### src/rtl/alu_operand_loader.sv
// alu_operand_loader: collects operand A, operand B and the opcode from a shared
// switch bank, one value per press of the load button. All outputs are registered.
// The clear button returns the loader to the first operand.
// Optional feature macro: DEBOUNCE_EN. When it is defined, each synchronized button
// must hold a new level for DEB_CYCLES cycles before the change is accepted.
module alu_operand_loader #(
  parameter int WIDTH      = 4,
  parameter int OPW        = 2,
  parameter int DEB_CYCLES = 16
) (
  input  logic             clk,
  input  logic             rst_n,
  input  logic [WIDTH-1:0] sw,
  input  logic             btnLoad,
  input  logic             btnClear,
  output logic [WIDTH-1:0] inputA,
  output logic [WIDTH-1:0] inputB,
  output logic [OPW-1:0]   opcode,
  output logic [1:0]       state,
  output logic             valid,
  output logic             divZero
);

  typedef enum logic [1:0] {
    S_A     = 2'b00,
    S_B     = 2'b01,
    S_OP    = 2'b10,
    S_READY = 2'b11
  } state_t;

  state_t state_q;

  // Bit 0 carries the load button and bit 1 carries the clear button.
  logic [1:0] btn_raw;
  logic [1:0] btn_sync_p0;
  logic [1:0] btn_sync_p1;
  logic [1:0] btn_filt;
  logic [1:0] btn_prev;
  logic       load_pulse;
  logic       clear_lvl;

  assign btn_raw = {btnClear, btnLoad};

  // A divide-by-zero request needs a complete operand set, a divide-class opcode
  // (opcode bit 1) and a zero divisor.
  function automatic logic div_zero_chk(input logic             vld,
                                        input logic [OPW-1:0]   op,
                                        input logic [WIDTH-1:0] b);
    return vld & op[1] & (b == '0);
  endfunction

  // ---- stage p0/p1: two-flop synchronizer for both asynchronous buttons ----
  // Two-flop synchronizer for both asynchronous buttons.
  always_ff @(posedge clk) begin
    if (!rst_n) begin
      btn_sync_p0 <= '0;
      btn_sync_p1 <= '0;
    end else begin
      btn_sync_p0 <= btn_raw;
      btn_sync_p1 <= btn_sync_p0;
    end
  end

  // ---- filter stage: optional debounce of the synchronized levels ----
`ifdef DEBOUNCE_EN
  localparam int CNT_W = (DEB_CYCLES > 1) ? $clog2(DEB_CYCLES) : 1;

  logic [1:0][CNT_W-1:0] deb_cnt;

  // Accept a new level only after DEB_CYCLES consecutive samples of it.
  always_ff @(posedge clk) begin
    if (!rst_n) begin
      deb_cnt  <= '0;
      btn_filt <= '0;
    end else begin
      for (int i = 0; i < 2; i++) begin
        if (btn_sync_p1[i] != btn_filt[i]) begin
          if (deb_cnt[i] == CNT_W'(DEB_CYCLES - 1)) begin
            btn_filt[i] <= btn_sync_p1[i];
            deb_cnt[i]  <= '0;
          end else begin
            deb_cnt[i] <= deb_cnt[i] + 1'b1;
          end
        end else begin
          deb_cnt[i] <= '0;
        end
      end
    end
  end
`else
  assign btn_filt = btn_sync_p1;
`endif

  // ---- edge stage: rising-edge detect on the filtered load level ----
  // Remember the previous filtered levels for rising-edge detection.
  always_ff @(posedge clk) begin
    if (!rst_n) begin
      btn_prev <= '0;
    end else begin
      btn_prev <= btn_filt;
    end
  end

  assign load_pulse = btn_filt[0] & ~btn_prev[0];
  assign clear_lvl  = btn_filt[1];

  // ---- capture stage: operand FSM and registered outputs ----
  // Operand FSM. Clear overrides load. divZero is computed from the values being loaded.
  always_ff @(posedge clk) begin
    if (!rst_n || clear_lvl) begin
      state_q <= S_A;
      inputA  <= '0;
      inputB  <= '0;
      opcode  <= '0;
      valid   <= 1'b0;
      divZero <= 1'b0;
    end else if (load_pulse) begin
      case (state_q)
        S_A: begin
          inputA  <= sw;
          valid   <= 1'b0;
          divZero <= 1'b0;
          state_q <= S_B;
        end
        S_B: begin
          inputB  <= sw;
          valid   <= 1'b0;
          divZero <= 1'b0;
          state_q <= S_OP;
        end
        S_OP: begin
          opcode  <= sw[OPW-1:0];
          valid   <= 1'b1;
          divZero <= div_zero_chk(1'b1, sw[OPW-1:0], inputB);
          state_q <= S_READY;
        end
        default: begin
          // A press after a complete set starts a new sequence with operand A.
          inputA  <= sw;
          valid   <= 1'b0;
          divZero <= 1'b0;
          state_q <= S_B;
        end
      endcase
    end else begin
      divZero <= div_zero_chk(valid, opcode, inputB);
    end
  end

  assign state = state_q;

endmodule

### config.mk
export PLATFORM = sky130hd
export DESIGN_NAME = alu_operand_loader
export DESIGN_NICKNAME = d
export VERILOG_FILES = /design/src/rtl/alu_operand_loader.sv
export SDC_FILE = /design/constraint.sdc
export NUM_CORES = 1
export LEC_CHECK = 0
export ABC_AREA = 0
export BUFFER_PORTS_ARGS = -buffer_cell sky130_fd_sc_hd__buf_2
export CAP_MARGIN = 25
export CORE_AREA = 2 2 43 45
export CTS_BUF_LIST = sky130_fd_sc_hd__clkbuf_16
export DETAILED_ROUTE_END_ITERATION = 8
export DIE_AREA = 0 0 45 47
export GPL_TIMING_DRIVEN = 0
export PLACE_DENSITY = 0.77
export SETUP_SLACK_MARGIN = 0.05
export SLEW_MARGIN = 25
export SYNTH_ARGS = -nofsm -noshare
export SYNTH_HDL_FRONTEND = slang
export SYNTH_SLANG_ARGS = --single-unit
### constraint.sdc
create_clock -name clk -period 1.4 [get_ports clk]
set_clock_uncertainty 0.05 [all_clocks]
set_input_delay 0.07 -clock clk [delete_from_list [all_inputs] [get_ports clk]]
set_output_delay 0.07 -clock clk [all_outputs]
set_load 0.05 [all_outputs]
==> summary.txt <==
outcome: finished, final reports clean
Max stage delay on crit path: 0.36 ns
Placer Congestion: 0.737
Mapped Area: 706 um^2
TritonCTS clock tree: yes
Util after Layout: 57.5%
root buffer cell: clkbuf_16
# IOs: 22
drt wl/cell: 11.8 um
Area Growth Syn to Fin: 34.6%
share of cells above drive strength 1: 30.1%
Synth top area share: 53.9%
final slew viol count: 0
HP Class: input port to flip-flop
Setup Total Neg Slack: 0 ns
Distinct cells, synth: 17
Clock Tree Buf Depth: 2
antenna violations before repair: 0
RSZ-0062 raised after global routing: false
#FFs+latches synth: 19
total power: 1230 uW
part of the cycle the worst path needs: 92.3%
Die Y: 47 um
Yosys warnings: 0
Cell Chain, Critical Path: inv_1 > ha_4 > nand3b_1 > nand2_1 > a21oi_1
total grt overflow: 0
fillers: 154
Yosys top cell by area: dfxtp_1
CP Class: flip-flop to flip-flop
FP Rows: 15
Routed WL: 1.41 mm
Post-DRT Antenna Nets: 0
FF+latch area: 387 um^2
# DRC: 0
post-layout min period: 1.29 ns
crit path max-delay cell type: dfxtp_4
Crit. End Element: flip-flop
CTS H-tree lvls: 1
DRT Pass-1 Iters: 4
Die Wd: 45 um
power density over cell area: 1290 nW/um^2
most frequent cells in the layout: buf_2 (21), dfxtp_1 (16), nand3_1 (11), nand2_1 (11), a21oi_1 (11)
Arrival @ worst endpoint: 1.36 ns
final net count: 115
Starting Density: 42.7%
HPWL after detailed placement: 1.03 mm
core area: 1650 um^2
crit path max fanout: 5
multi-input logic area: 319 um^2
final setup fails: 0
vias per inst: 5.29
hold violation count in the final report: 0
Mean Syn Cell Area: 9.29 um^2
Synth Instances: 76
Syn Nets: 87
Reg clk slew, reported paths: 0.05 ns
Worst Setup Start Kind: flip-flop
vias in the first global route: 499
drt initial violations: 8
cts bufs inserted: 3
Max VDD drop: 0.902 mV
commonest non-fill, non-tap cell in the layout: buf_2
die area: 2120 um^2
Worst-Skew Late Latency: 0.25 ns
CTS sink count: 19
Max Fclk: 774 MHz
input/output buffers: 21
Rel. slew slack: 72.2%
total track usage: 14.2%
Post-CTS Setup Inserts: 0
antenna fix cells: 0
Max Cap Violations: 0
most area-consuming cells after synthesis: dfxtp_1 (54%), a21oi_1 (7.8%), nand3_1 (7.8%), nand2_1 (5.9%), ha_1 (5.3%)
worst slew pin tran: 0.417 ns
pin count of the biggest net entering global routing: 11
total leakage power: 0.000402 uW
share of the yosys chip area belonging to registers: 53.9%
Critical Path RT: 1.46 ns
first-pass GRT wire length: 2.08 mm
Vias: 635
## flip-flops by register name, indices dropped and copies added, names as in the netlist
signal       flops
inputA           4
inputB           4
btn_filt         2
btn_sync_p0      2
opcode           2
state            2
btn_prev         1
divZero          1
valid            1
## final timing paths
check | startpoint | depth (start not counted) | slack [ns] | to
hold / removal | rst_n | 2 | 0.03 | btn_sync_p0[1]
setup / recovery | state[0] | 5 | 0.11 | inputA[3]
hold reg to reg | btn_sync_p0[1] | 1 | 0.38 | btn_filt[1]
setup reg to reg | state[0] | 5 | 0.11 | inputA[3]
## repair_timing
action / 4_1_cts / 5_1_grt
hold buffers: 2 / 0
endpoints found under the hold margin: 2 / 0
setup endpoints to repair: 0 / 5
resized for setup: 0 / 1
## critical path: cells and delay by family (launching register included)
kind	cells	cell delay (ns)
AO/OA/AOI/OAI	1	0.07
AND/OR/NAND/NOR	2	0.32
flip-flops	1	0.36
buffers and inverters	1	0.07
adder cells (fa/ha/maj)	1	0.29
## metrics by stage
stage	hold slack [ns]	worst slack, ns	cell area, um^2	instances
2_1_floorplan	0.142	0.0600	712	76
3_3_place_gp	0.227	0.121	838	114
3_5_place_dp	0.230	0.0838	838	114
4_1_cts	0.0394	0.0658	937	120
5_1_grt	0.0475	0.0478	950	120
6_report	0.0344	0.108	950	120
## synth_stat cells (all sizes together)
| library cell | n |
|---|---|
| nand3b | 3 |
| clkbuf | 1 |
| a211oi | 2 |
| buf | 1 |
| nand2 | 11 |
| ha | 3 |
| inv | 2 |
| and2 | 5 |
| a21oi | 11 |
| nor2 | 2 |
| nand3 | 11 |
| nand2b | 2 |
| o21ai | 1 |
| or4 | 1 |
| and2b | 1 |
| dfxtp | 19 |
## power breakdown
part,internal (uW),leakage [uW],switching [uW]
combinational,37.3,0.000204,64.4
clock,379,0.0000423,185
sequential,554,0.000156,8.71
## routing by layer
layer | up-vias | track usage [%] | share of wire (%)
met5 | - | 0 | 0
met4 | 0 | 8.82 | 2.3
met2 | 21 | 21.4 | 50
li1 | 314 | - | -
met3 | 4 | 4.62 | 5.9
met1 | 296 | 17.5 | 42
## logic make-up (layout without fill, tap and decap cells)
kind of cell / Yosys count / in the layout / synth area share [%]
adder cells (fa/ha/maj): 3 / 3 / 5.32
AND/OR/NAND/NOR: 36 / 36 / 26.8
flip-flops: 19 / 19 / 53.9
buffers and inverters: 4 / 31 / 2.66
AO/OA/AOI/OAI: 14 / 14 / 11.3
## cell type report
type,count,area share [%]
flip-flops and latches,19,40.7
well taps,17,2.24
clock inverters,1,0.395
clock buffers,3,7.91
repair buffers,23,13.2
inverters,2,0.791
multi-input cells,53,33.6
plain buffers,2,1.19
Note: power is estimated with default switching activity, not from simulation.
